==> src/rtl/sha256_pkg.sv <==
// Shared SHA-256 definitions: initial hash values, digest geometry,
// the digest reader state encoding and a byte-reversal helper.
package sha256_pkg;

    localparam int DIGEST_W = 256;
    localparam int WORD_W   = 32;
    localparam int N_WORDS  = DIGEST_W / WORD_W;

    // Initial hash value H0..H7 (FIPS 180-4).
    localparam logic [31:0] SHA256_IV [0:7] = '{
        32'h6a09e667, 32'hbb67ae85, 32'h3c6ef372, 32'ha54ff53a,
        32'h510e527f, 32'h9b05688c, 32'h1f83d9ab, 32'h5be0cd19
    };

    // Digest reader: idle (can take a digest) or streaming words out.
    typedef enum logic {
        RD_IDLE   = 1'b0,
        RD_STREAM = 1'b1
    } rd_state_e;

    // Reverse byte order of a 32-bit word (big-endian <-> little-endian).
    function automatic logic [WORD_W-1:0] bswap32(input logic [WORD_W-1:0] w);
        return {w[7:0], w[15:8], w[23:16], w[31:24]};
    endfunction

endpackage

==> src/rtl/sha256_digest_reader.sv <==
// Captures a completed 256-bit digest (plus side tag) and streams it out
// one 32-bit word per handshake, H0 first. One digest is buffered; a digest
// offered while busy is dropped and recorded in the sticky overrun flag.
module sha256_digest_reader
    import sha256_pkg::*;
#(
    parameter int BYTE_SWAP = 0,
    parameter int TAG_W     = 32
) (
    input  logic                clk,
    input  logic                rst_n,
    input  logic                dig_valid,
    input  logic [DIGEST_W-1:0] dig_in,
    input  logic [TAG_W-1:0]    dig_tag,
    output logic                dig_ready,
    output logic [WORD_W-1:0]   out_word,
    output logic [2:0]          out_idx,
    output logic [TAG_W-1:0]    out_tag,
    output logic                out_valid,
    output logic                out_last,
    input  logic                out_ready,
    output logic                overrun,
    input  logic                overrun_clr
);

    rd_state_e                        state_q, state_d;
    // Element 7 holds H0 (bits 255:224), element 0 holds H7.
    logic [N_WORDS-1:0][WORD_W-1:0]   buf_q, buf_d;
    logic [2:0]                       idx_q, idx_d;
    logic [TAG_W-1:0]                 tag_q, tag_d;
    logic                             overrun_q, overrun_d;

    logic                             accept;
    logic                             handshake;
    logic                             last_word;
    logic [WORD_W-1:0]                word_raw;

    assign out_valid = (state_q == RD_STREAM);
    assign last_word = (idx_q == 3'd7);
    assign out_last  = out_valid && last_word;
    assign handshake = out_valid && out_ready;
    // Ready also during the final handshake so consecutive digests stream
    // without a bubble cycle.
    assign dig_ready = (state_q == RD_IDLE) || (out_last && out_ready);
    assign accept    = dig_valid && dig_ready;
    assign word_raw  = buf_q[3'd7 - idx_q];

    assign out_idx   = idx_q;
    assign out_tag   = tag_q;
    assign overrun   = overrun_q;

    // Output byte order is fixed at elaboration time.
    generate
        if (BYTE_SWAP != 0) begin : g_swap
            assign out_word = bswap32(word_raw);
        end else begin : g_pass
            assign out_word = word_raw;
        end
    endgenerate

    // Next-state: capture on accept, advance word index on handshake,
    // sticky overrun where a new drop beats a simultaneous clear.
    always_comb begin
        state_d   = state_q;
        buf_d     = buf_q;
        idx_d     = idx_q;
        tag_d     = tag_q;
        overrun_d = (overrun_q && !overrun_clr) || (dig_valid && !dig_ready);

        if (accept) begin
            buf_d   = dig_in;
            tag_d   = dig_tag;
            idx_d   = 3'd0;
            state_d = RD_STREAM;
        end else if (handshake) begin
            if (last_word) begin
                idx_d   = 3'd0;
                state_d = RD_IDLE;
            end else begin
                idx_d   = idx_q + 3'd1;
            end
        end
    end

    // State register; reset abandons any digest in flight.
    always_ff @(posedge clk or negedge rst_n) begin
        if (!rst_n) begin
            state_q   <= RD_IDLE;
            buf_q     <= '0;
            idx_q     <= 3'd0;
            tag_q     <= '0;
            overrun_q <= 1'b0;
        end else begin
            state_q   <= state_d;
            buf_q     <= buf_d;
            idx_q     <= idx_d;
            tag_q     <= tag_d;
            overrun_q <= overrun_d;
        end
    end

endmodule

==> config.mk <==
export PLATFORM = sky130hd
export DESIGN_NAME = sha256_digest_reader
export DESIGN_NICKNAME = d
export VERILOG_FILES = /design/src/rtl/sha256_pkg.sv /design/src/rtl/sha256_digest_reader.sv
export SDC_FILE = /design/constraint.sdc
export NUM_CORES = 1
export LEC_CHECK = 0
export ABC_AREA = 0
export CAP_MARGIN = 20
export CORE_MARGIN = 4
export CORE_UTILIZATION = 52
export CTS_CLUSTER_SIZE = 30
export DETAILED_ROUTE_END_ITERATION = 10
export PLACE_DENSITY = 0.86
export SYNTH_ARGS = -nofsm -noshare
export SYNTH_HDL_FRONTEND = slang
export SYNTH_SLANG_ARGS = --single-unit
==> constraint.sdc <==
create_clock -name clk -period 3.4 [get_ports clk]
set_input_delay 0.68 -clock clk [delete_from_list [all_inputs] [get_ports clk]]
set_output_delay 0.68 -clock clk [all_outputs]
set_load 0.02 [all_outputs]
Yosys cells after proc, flatten, opt, wreduce, memory -nomap -nowiden

Index checks and enable logic that the tools add are counted.

Add/sub/neg operators: 2
$lt $le $gt $ge: 1
Eq/ne operators: 1
Muxes and demuxes: 8
Bitwise operators: 1
Reduce and logical (&&, ||, !) cells: 13

Operators by type and width:

| kind                | number |
|---|---|
| $bmux 32 s3         | 1 |
| $mux 32             | 1 |
| $mux 3              | 3 |
| $logic_and 1x1->1   | 6 |
| $lt 3x4->1 const B  | 1 |
| $reduce_bool 2->1   | 2 |
| $add 3x1->3 const B | 1 |
| $eq 3x3->1 const B  | 1 |
| $mux 1              | 3 |
| $sub 3x3->3 const A | 1 |
| $logic_not 1->1     | 2 |
| $logic_or 1x1->1    | 2 |
| $reduce_and 2->1    | 1 |
| $not 1->1           | 1 |

Bits in registers: 293
Bits of input ports: 293
Output and inout port bits: 71
Word-level logic and storage cells: 38

Depth between registers and ports, before layout

Gate-level depths: netlist of the first run.

Word-level depth: 7
Depth in mapped cells: 7
Mapped depth without buffers: 5

Worst setup path after synthesis of the first run

No wires, ideal clock.

Path kind: register to output
From: register idx_q[0], in the netlist out_idx[0]
To: output port out_word[11]
Arrival: 1,718 ps
Required time: 2,720 ps
Slack: 1,002 ps
Cell stages (with the launch flop): 5
Path buffers: 2
Path through: dfrtp_1 buf_6 buf_6 mux4_1 mux2_2

Cells in the longest elaborated chain, start to end: 3

RTL lines:

| item                          | line                       | text |
|---|---|---|
| start, declared               | sha256_digest_reader.sv:29 | `logic [2:0] idx_q, idx_d;` |
| start signal, assigned        | sha256_digest_reader.sv:96 | `idx_q <= idx_d;` |
| $sub 3x3->3                   | sha256_digest_reader.sv:46 | `assign word_raw = buf_q[3'd7 - idx_q];` |
| $bmux 32 s3                   | sha256_digest_reader.sv:46 |  |
| $mux 32 (implied by the code) | sha256_digest_reader.sv:46 |  |
| end, declared                 | sha256_digest_reader.sv:16 | `output logic [WORD_W-1:0] out_word,` |

Every way passes these cells. The select of a mux whose other input is x is not followed.

Worst setup path after layout of the first run

From: register idx_q[0], in the netlist out_idx[0]
To: output port out_word[31]

The elaborated chain is that of the path after synthesis.

==> results of run 1 <==
[metrics by stage]
stage                     utilization  instances  setup slack [ps]
after floorplan                     -        742              1002
after global placement         0.6949       1402             385.0
after detailed placement       0.6949       1402             372.1
after CTS                      0.7399       1459             45.92
after global routing           0.7400       1459            -1.097
final                          0.7403       1462             90.35
[synth_stat cells (all sizes together)]
| cell | instances |
|---|---|
| and2 | 1 |
| ha | 2 |
| a21oi | 1 |
| a21bo | 1 |
| a22o | 2 |
| o21a | 1 |
| dfrtp | 293 |
| clkbuf | 7 |
| buf | 42 |
| inv | 2 |
| nor2 | 1 |
| mux4 | 64 |
| mux2 | 321 |
| o22ai | 1 |
| nand2 | 3 |
[repair_timing]
item,in CTS,in global routing
setup buffers,1,0
resized for setup,0,1
endpoints found under the setup margin,29,2
[power by group through the flow]
stage	clock (mW)	sequential, mW	combinational [mW]
after detailed placement	0	6.24	6.31
after global placement	0	6.15	6.12
after global routing	3.74	6.36	6.75
final	3.50	6.16	6.30
after floorplan	0	6.05	3.82
after CTS	3.59	6.18	6.39
[critical path, stage by stage, from the launching register on]
cell and delay [ps]:
dfrtp_4 460, buf_4 200, mux4_4 630, mux2_2 280, clkdlybuf4s50_1 550
[state kept, by name (all words and copies together) (netlist names)]
| name | flops |
|---|---|
| out_valid | 1 |
| out_tag | 32 |
| overrun | 1 |
| buf_q | 256 |
| out_idx | 3 |
[logic make-up (layout without fill, tap and decap cells)]
logic type               after synthesis  after routing  share of synthesized area
multiplexers                         385            385                     0.3952
adder cells (fa/ha/maj)                2              2                   0.001949
flip-flops                           293            293                     0.5712
AO/OA/AOI/OAI                          6              6                   0.003607
other                                  0              3                          0
buffers and inverters                 51            444                    0.02622
AND/OR/NAND/NOR                        5              5                   0.001853
[worst min path at each step]
stage,slack [ps],end,from
4_1_cts,220,buf_q[254]$_DFFE_PN0P_,rst_n
5_1_grt,240,buf_q[98]$_DFFE_PN0P_,rst_n
3_5_place_dp,480,buf_q[51]$_DFFE_PN0P_,buf_q[51]$_DFFE_PN0P_
6_report,210,buf_q[98]$_DFFE_PN0P_,rst_n
3_3_place_gp,470,buf_q[45]$_DFFE_PN0P_,buf_q[45]$_DFFE_PN0P_
2_1_floorplan,380,buf_q[0]$_DFFE_PN0P_,rst_n
[metal layers]
layer  up-vias  share of wire  GRT usage
li1       3511              -          -
met1      4149           0.37     0.2721
met2       324           0.51     0.4094
met3        66          0.094    0.07719
met4         0          0.034    0.08809
met5         -              0          0
[cell type report]
cell class                      count  area (µm²)  area share
Antenna cell                        3       7.507   0.0004170
Sequential cell                   293        7338      0.4076
Multi-Input combinational cell    398        5181      0.2878
Inverter                            2       7.507   0.0004170
Timing Repair Buffer              386        3976      0.2209
Clock inverter                      4       45.04    0.002502
Clock buffer                       52        1042     0.05789
Tap cell                          324       405.4     0.02252
==> flow_summary.json, run 1 <==
{
  "area_growth_pct": 40.26,
  "crit_path_start_kind": "flip-flop",
  "ant_nets": 0,
  "fp-row-count": 57,
  "p_leak_nw": 7.670,
  "swShare": 0.3017,
  "overflow": 0,
  "yosys.area.top_type": "dfrtp_1",
  "antenna_found_initial": 0,
  "synth_cell_types": 22,
  "internal_power_mw": 11.15,
  "design_area_um2": 18000,
  "crit_path_end_kind": "output pin",
  "clk_latency_ps": 490,
  "p_per_area_nw_per_um2": 886.9,
  "comb_power_share": 0.395,
  "ctsHoldBuffers": 0,
  "core_um2": 24320,
  "grt_max_degree": 86,
  "crit_start": "out_idx[0]$_DFFE_PN0P_",
  "die-area_um2": 27260,
  "hpwl_um": 23650,
  "ir_drop_mv": 0.7090,
  "ys_seq_area_frac": 0.5712,
  "drt_wl_total_um": 32150,
  "post-route-period-util": 0.9734,
  "reg2regPathDepth": 7,
  "r2r_setup_slack_ps": 690,
  "worst_pin_slew_ps": 672.9,
  "arrival_ps": 2630,
  "drive_gt1_frac": 0.2097,
  "synthCells": 742,
  "die_w_um": 165.1,
  "synth_seq_cells": 293,
  "fin_skew_ps": 11.39,
  "final_common_cell": "clkdlybuf4s50_1",
  "power.share.clock": 0.219,
  "endpoint": "out_word[31]",
  "grt_pass1_wl_um": 49210,
  "place_congestion": 0.7976,
  "worstReg2RegEnd": "buf_q[21]$_DFFE_PN0P_",
  "cts_root_buffer": "clkbuf_16",
  "via_per_inst": 5.506,
  "layout_common_cells": "clkdlybuf4s50_1 (361), dfrtp_1 (290), mux2_1 (220)",
  "slew_violations": 0,
  "first_iter_violations": 332,
  "dr.pass1.iters": 4,
  "synth_nets": 1037,
  "grt_use_total": 0.2355,
  "finalHoldViolCount": 0,
  "synth.avg_cell_area_um2": 17.30,
  "max_freq_ghz": 0.3021,
  "whs_ps": 206.7,
  "drc": 0,
  "synth_area_um2": 12840,
  "p_sw_mw": 4.818,
  "max_cap_violations": 0,
  "fillers": 1490,
  "worstSetupPathType": "reg2out",
  "fin_crit_ps": 3310,
  "clk_pin_slew_ps": 60,
  "setup_tns_ps": 0,
  "place_area_um2": 16900,
  "wl_per_cell_um": 21.99,
  "finalSetupViolations": 0,
  "cp.required_ps": 2720,
  "fp.dieH_um": 165.1,
  "p_seq_frac": 0.386,
  "htree_levels": 2,
  "critPathMaxFanout": 6,
  "cts_tree": "yes",
  "synthTopCellsByArea": "dfrtp_1 (57%), mux2_1 (19%), mux4_2 (10%)",
  "cts_max_path_buffers": 3,
  "ys.warnings.count": 0,
  "cts.sinks": 293,
  "io_pins": 364,
  "io_buffers": 363,
  "relSlewSlack": 0.5514,
  "worstReg2RegStart": "out_idx[0]$_DFFE_PN0P_",
  "status": "finished clean",
  "finalPower_mw": 15.97,
  "layout.nets": 1410,
  "initial_core_util": 0.5278,
  "grt_pass1_vias": 9095,
  "vias": 8050,
  "netlist.area_leader.share": 0.5712,
  "rsz0062_at_grt": "yes",
  "cts_buffers": 34,
  "hold_class": "in2async"
}
Power figures use the tool's default switching activity.
==> run 2: changes to the inputs <==
GPL_ROUTABILITY_DRIVEN = 0   (was not set)
==> results of run 2 <==
Final layout, timing and power as in run 1 (identical DEF).
